## config.mk

```make
export PLATFORM = sky130hd
export DESIGN_NAME = sram_fifo_param
export DESIGN_NICKNAME = d
export VERILOG_FILES = /design/src/rtl/sram_fifo_param.sv
export SDC_FILE = /design/constraint.sdc
export NUM_CORES = 1
export LEC_CHECK = 0
export CAP_MARGIN = 20
export CORE_MARGIN = 1.5
export CORE_UTILIZATION = 50
export DETAILED_ROUTE_END_ITERATION = 12
export PLACE_DENSITY = 0.67
export SYNTH_ARGS = -nofsm -noshare
export SYNTH_HDL_FRONTEND = slang
export SYNTH_SLANG_ARGS = --single-unit
```

## constraint.sdc

```tcl
create_clock -name clk -period 3.95 [get_ports clk]
set_input_delay 0.9875 -clock clk [delete_from_list [all_inputs] [get_ports clk]]
set_output_delay 0.9875 -clock clk [all_outputs]
set_load 0.05 [all_outputs]
```

## src/rtl/sram_fifo_param.sv

```systemverilog
// Single-clock FIFO on a register array with registered read data and count-decoded status flags.
// Optional sticky overflow/underflow flags with errClr are compiled in when FIFO_ERR_FLAGS_EN is defined.
module sram_fifo_param #(
    parameter int BITS       = 8,
    parameter int DEPTH_LOG2 = 3,
    parameter int AFULL_LVL  = (2**DEPTH_LOG2) - 1,
    parameter int AEMPTY_LVL = 1
) (
    input  logic                  clk,
    input  logic                  rst,
    input  logic                  readMode,
    input  logic                  writeMode,
    input  logic [BITS-1:0]       inputPacket,
`ifdef FIFO_ERR_FLAGS_EN
    input  logic                  errClr,
    output logic                  overflow,
    output logic                  underflow,
`endif
    output logic [BITS-1:0]       outputPacket,
    output logic [DEPTH_LOG2:0]   count,
    output logic                  full,
    output logic                  empty,
    output logic                  almostFull,
    output logic                  almostEmpty
);

    localparam int DEPTH = 2**DEPTH_LOG2;
    localparam logic [DEPTH_LOG2:0] DEPTH_C  = (DEPTH_LOG2+1)'(DEPTH);
    localparam logic [DEPTH_LOG2:0] AFULL_C  = (DEPTH_LOG2+1)'(AFULL_LVL);
    localparam logic [DEPTH_LOG2:0] AEMPTY_C = (DEPTH_LOG2+1)'(AEMPTY_LVL);

    logic [BITS-1:0]       mem [DEPTH];
    logic [DEPTH_LOG2-1:0] wrPtr;
    logic [DEPTH_LOG2-1:0] rdPtr;
    logic                  rdAcc;
    logic                  wrAcc;

    // Status comes only from the count register, so no input reaches a flag combinationally.
    assign full        = (count == DEPTH_C);
    assign empty       = (count == '0);
    assign almostFull  = (count >= AFULL_C);
    assign almostEmpty = (count <= AEMPTY_C);

    // A full FIFO still takes a write when a read frees a slot in the same cycle.
    assign rdAcc = readMode && !empty;
    assign wrAcc = writeMode && (!full || rdAcc);

    // Storage is intentionally left out of reset.
    always_ff @(posedge clk) begin
        if (wrAcc)
            mem[wrPtr] <= inputPacket;
    end

    always_ff @(posedge clk or posedge rst) begin
        if (rst) begin
            wrPtr        <= '0;
            rdPtr        <= '0;
            count        <= '0;
            outputPacket <= '0;
        end else begin
            if (wrAcc)
                wrPtr <= wrPtr + 1'b1;
            if (rdAcc) begin
                rdPtr        <= rdPtr + 1'b1;
                outputPacket <= mem[rdPtr];
            end
            case ({wrAcc, rdAcc})
                2'b10:   count <= count + 1'b1;
                2'b01:   count <= count - 1'b1;
                default: count <= count;
            endcase
        end
    end

`ifdef FIFO_ERR_FLAGS_EN
    // A new error event in the same cycle as errClr keeps the flag set.
    always_ff @(posedge clk or posedge rst) begin
        if (rst) begin
            overflow  <= 1'b0;
            underflow <= 1'b0;
        end else begin
            if (writeMode && !wrAcc)
                overflow <= 1'b1;
            else if (errClr)
                overflow <= 1'b0;
            if (readMode && empty)
                underflow <= 1'b1;
            else if (errClr)
                underflow <= 1'b0;
        end
    end
`endif

endmodule

```

# Word-level counts from Yosys, hierarchy flattened

Memory sizes are Yosys's and may differ from the RTL's. A register that Yosys moved wholly into a read port is not among the register bits.
Index checks and enable logic that the tools add are counted.

Memories kept: 1
RAM bits: 64
Bits in registers: 10
Output and inout port bits: 16
Logic and storage cells: 23
Input port bits: 12

Memory list:

| name | words | width | rd ports | clocked after Yosys merged registers in | write ports | RTL line | RTL |
|---|---|---|---|---|---|---|---|
| mem  | 8     | 8     | 1        | 1                                       | 1           | 32       | `logic [BITS-1:0] mem [DEPTH];` |

Equality and inequality tests: 3
$lt $le $gt $ge: 2
Muxes and demuxes: 3
$add $sub $neg: 4
Reductions and logical operators: 7

Operator list:

| cell                                                               | count |
|---|---|
| one-hot mux 4 bit (2 select lines)                                 | 1 |
| adder 3 x 1 -> 3 bit (second input constant)                       | 2 |
| adder 4 x 1 -> 4 bit (second input constant)                       | 1 |
| equality test 4 bit (second input constant)                        | 1 |
| greater-or-equal comparator 4 x 3 -> 1 bit (second input constant) | 1 |
| less-or-equal comparator 4 x 1 -> 1 bit (second input constant)    | 1 |
| zero test 4 bit                                                    | 1 |
| subtractor 4 x 1 -> 4 bit (second input constant)                  | 1 |
| equality test 2 x 1 -> 1 bit (second input constant)               | 1 |
| equality test 2 bit (second input constant)                        | 1 |
| logical AND 1 bit                                                  | 2 |
| zero test 1 bit                                                    | 2 |
| two-way mux 1 bit                                                  | 2 |
| nonzero test 2 bit                                                 | 1 |
| logical OR 1 bit                                                   | 1 |

# Longest topological paths before layout

Depth after elaboration: 7
Mapped depth: 8
Gate-level depth less buffers: 6

# Least setup slack after synthesis

No wires, ideal clock.

Path kind: register to output
Start: reg count[0]
End: out almostEmpty
Slack: 0.881 ns
Cell stages (with the launch flop): 5
Data arrival time: 2.082 ns
Path buffers: 0
Data required time: 2.963 ns
Cell sequence: dfrtp_1 -> inv_1 -> ha_1 -> nor2_1 -> nor3_1

Longest elaborated chain between the ends: 1

Ends and longest elaborated chain:

| what                                    | RTL line | RTL |
|---|---|---|
| start, declared                         | 20       | `output logic [DEPTH_LOG2:0] count,` |
| start signal, assigned                  | 68       | `2'b10: count <= count + 1'b1;` |
| start signal, assigned                  | 69       | `2'b01: count <= count - 1'b1;` |
| start signal, assigned                  | 70       | `default: count <= count;` |
| less-or-equal comparator 4 x 1 -> 1 bit | 42       | `assign almostEmpty = (count <= AEMPTY_C);` |
| end, declared                           | 24       | `output logic almostEmpty` |

No other way between the ends.

# Worst setup path in the final report

Start: reg count[0]
End: out full

Longest elaborated chain between the ends: 1

Ends and longest elaborated chain:

| what                | RTL line | RTL |
|---|---|---|
| equality test 4 bit | 39       | `assign full = (count == DEPTH_C);` |
| end, declared       | 21       | `output logic full,` |

No other way between the ends.

==> out/qor.yml <==
nNetsFinal: 285
dp_hpwl_um: 4370
drv_slew: 0
chipWidth_um: 85.9
path_max_fanout: 10
fin_crit_ns: 3.32
post_cts_resized: 0
ys_top_cells_by_area: "edfxtp_1, dfrtp_1, mux2i_1, a22oi_1, nand2_1"
drt_iter0_markers: 134
grt_overflow: 0
die_h_um: 85.9
antenna-diode-count: 0
start_util_pct: 51.1
hold_class: "flop to flop"
grt_first_pass_wirelength_um: 9730
worst_pin_slew_ns: 0.978
port_buffers: 27
routedWlPerCell_um: 17.7
yosysMostFrequentCell: "edfxtp_1"
finalSetupViolCount: 0
grt_max_degree: 35
core_um2: 6720
peakVddDrop_v: 0.000259
layout-drive-gt1-share_pct: 8.42
clkTransAtPathRegs_ns: 0.08
drt-vias-per-instance: 5.41
yosys_warnings: 0
tns_ns: 0
worstPathArrival_ns: 2.34
cts_hold_buf: 0
avgSynthCellArea_um2: 14.3
finalHoldViolCount: 0
crit_path_end_kind: "primary output"
synth_edf_count: 64
antenna_found_initial: 0
drc_errors: 0
total_power_mw: 3.11
place_ws_ns: 0.875
rsz0062_at_grt: "false"
clock_skew_ns: 0.0103
numClockSinks: 82
cts_tree: "built"
cts_root_buffer: "clkbuf_8"
synth_top_area_cell: "edfxtp_1"
dieArea_um2: 7370
post-cts-setup-buffers: 0
hold-worst-slack_ns: 0.475
maxSlewHeadroom_pct: 34.8
path_class: "flop to primary output"
synthArstFlopShare_pct: 22.0
synth.top_cell.area_share_pct: 56.0
yosysSeqAreaShare_pct: 69.1
synth_flop_cell: "edfxtp_1"
dr.pass1.iters: 4
p_leak_nw: 1.50
ios: 28
worstPathRequired_ns: 2.96
utilization_pct: 59.2
start_kind: "flop"
area_growth_pct: 15.8
ys_ff_latch: 82
vias: 1911
gp_congestion: 0.796
status: "completed"
syn_nets: 257
drv_cap: 0
syn_area_um2: 3430
antenna_left: 0
wl_um: 6230
h-tree-depth: 3
worst_skew_pair.late_latency_ns: 0.35
ys_top_cells_by_count: "edfxtp_1, mux2i_1, nand2_1"
syn_inst: 240
num_rows: 30
fin_ws_ns: 0.626
first_global_vias: 1823
powerDensity_nw_per_um2: 782
cts_max_path_buffers: 2
cts_buffers: 9
fmaxAchievable_mhz: 301
ys_types: 30
track_usage_pct: 18.9
finalCritPeriodShare_pct: 84.2
-- state kept, by name, indices dropped and copies added (netlist names) --
register      count
outputPacket      8
rdPtr             3
count             4
mem              64
wrPtr             3
-- report_power, final --
group          switching [mW]  internal (mW)
Combinational           0.691          0.439
Clock                   0.280          0.371
Sequential              0.205           1.12
-- final cells by class --
class | count | area [µm²]
Multi-Input combinational cell | 142 | 982
Clock inverter | 5 | 77.6
Inverter | 4 | 15.0
Tap cell | 80 | 100
Clock buffer | 11 | 141
Sequential cell | 82 | 2370
Fill cell | 523 | 2740
Timing Repair Buffer | 29 | 285
-- worst paths after layout --
kind                                 start              end  slack (ns)  cells after the start
min reg2reg                outputPacket[5]  outputPacket[5]        0.48                      2
min in group asynchronous              rst  outputPacket[6]        1.07                      2
max reg2reg                       count[0]        mem[2][7]        1.53                      6
min                        outputPacket[5]  outputPacket[5]        0.48                      2
max in group asynchronous              rst         rdPtr[0]        2.39                      2
max                               count[0]             full        0.63                      5
-- cell usage in the layout (no fill, tap or decap), types with 2 or more instances in the layout --
cell	n
xor2_1	2
xnor2_1	5
clkdlybuf4s50_1	27
nand3_1	8
mux2i_1	33
ha_1	5
nor2_1	13
nand2_1	32
clkbuf_8	10
buf_4	2
o21a_1	2
nand2b_1	5
inv_1	4
bufinv_16	2
dfrtp_1	17
nor3_1	4
o21ai_0	4
nor2b_1	2
clkinv_2	2
edfxtp_1	64
a22oi_1	16
-- critical path, stage by stage (launching register included) --
cell,delay (ns)
dfrtp_1,0.43
inv_1,0.11
ha_1,0.24
nand2b_1,0.24
nor2_1,0.15
clkdlybuf4s50_1,0.81
-- cells by family (layout without fill, tap and decap cells) --
| family | Yosys count | in the layout | synth area share [%] |
|---|---|---|---|
| simple gates | 70 | 70 | 9.33 |
| buf+inv | 16 | 49 | 2.26 |
| mux | 33 | 33 | 9.62 |
| fa+ha+maj | 5 | 5 | 1.82 |
| compound gates | 27 | 27 | 6.05 |
| xor+xnor | 7 | 7 | 1.79 |
| flops | 82 | 82 | 69.1 |
-- through the flow --
stage | cell area (µm²) | instances
4_1_cts | 3980 | 353
3_5_place_dp | 3760 | 337
6_report | 3980 | 353
5_1_grt | 3980 | 353
3_3_place_gp | 3760 | 337
2_1_floorplan | 3430 | 240
-- routing by layer --
metal  part of all wire [%]  wire, µm  up-vias  track usage (%)
met5                      0         0        -                0
met4                    2.2       135        0             10.1
met3                    4.0       247       14             4.52
met2                     48      3010       62             30.3
met1                     45      2840      895             23.8
li1                       -         -      940                -
Power figures use the tool's default switching activity.
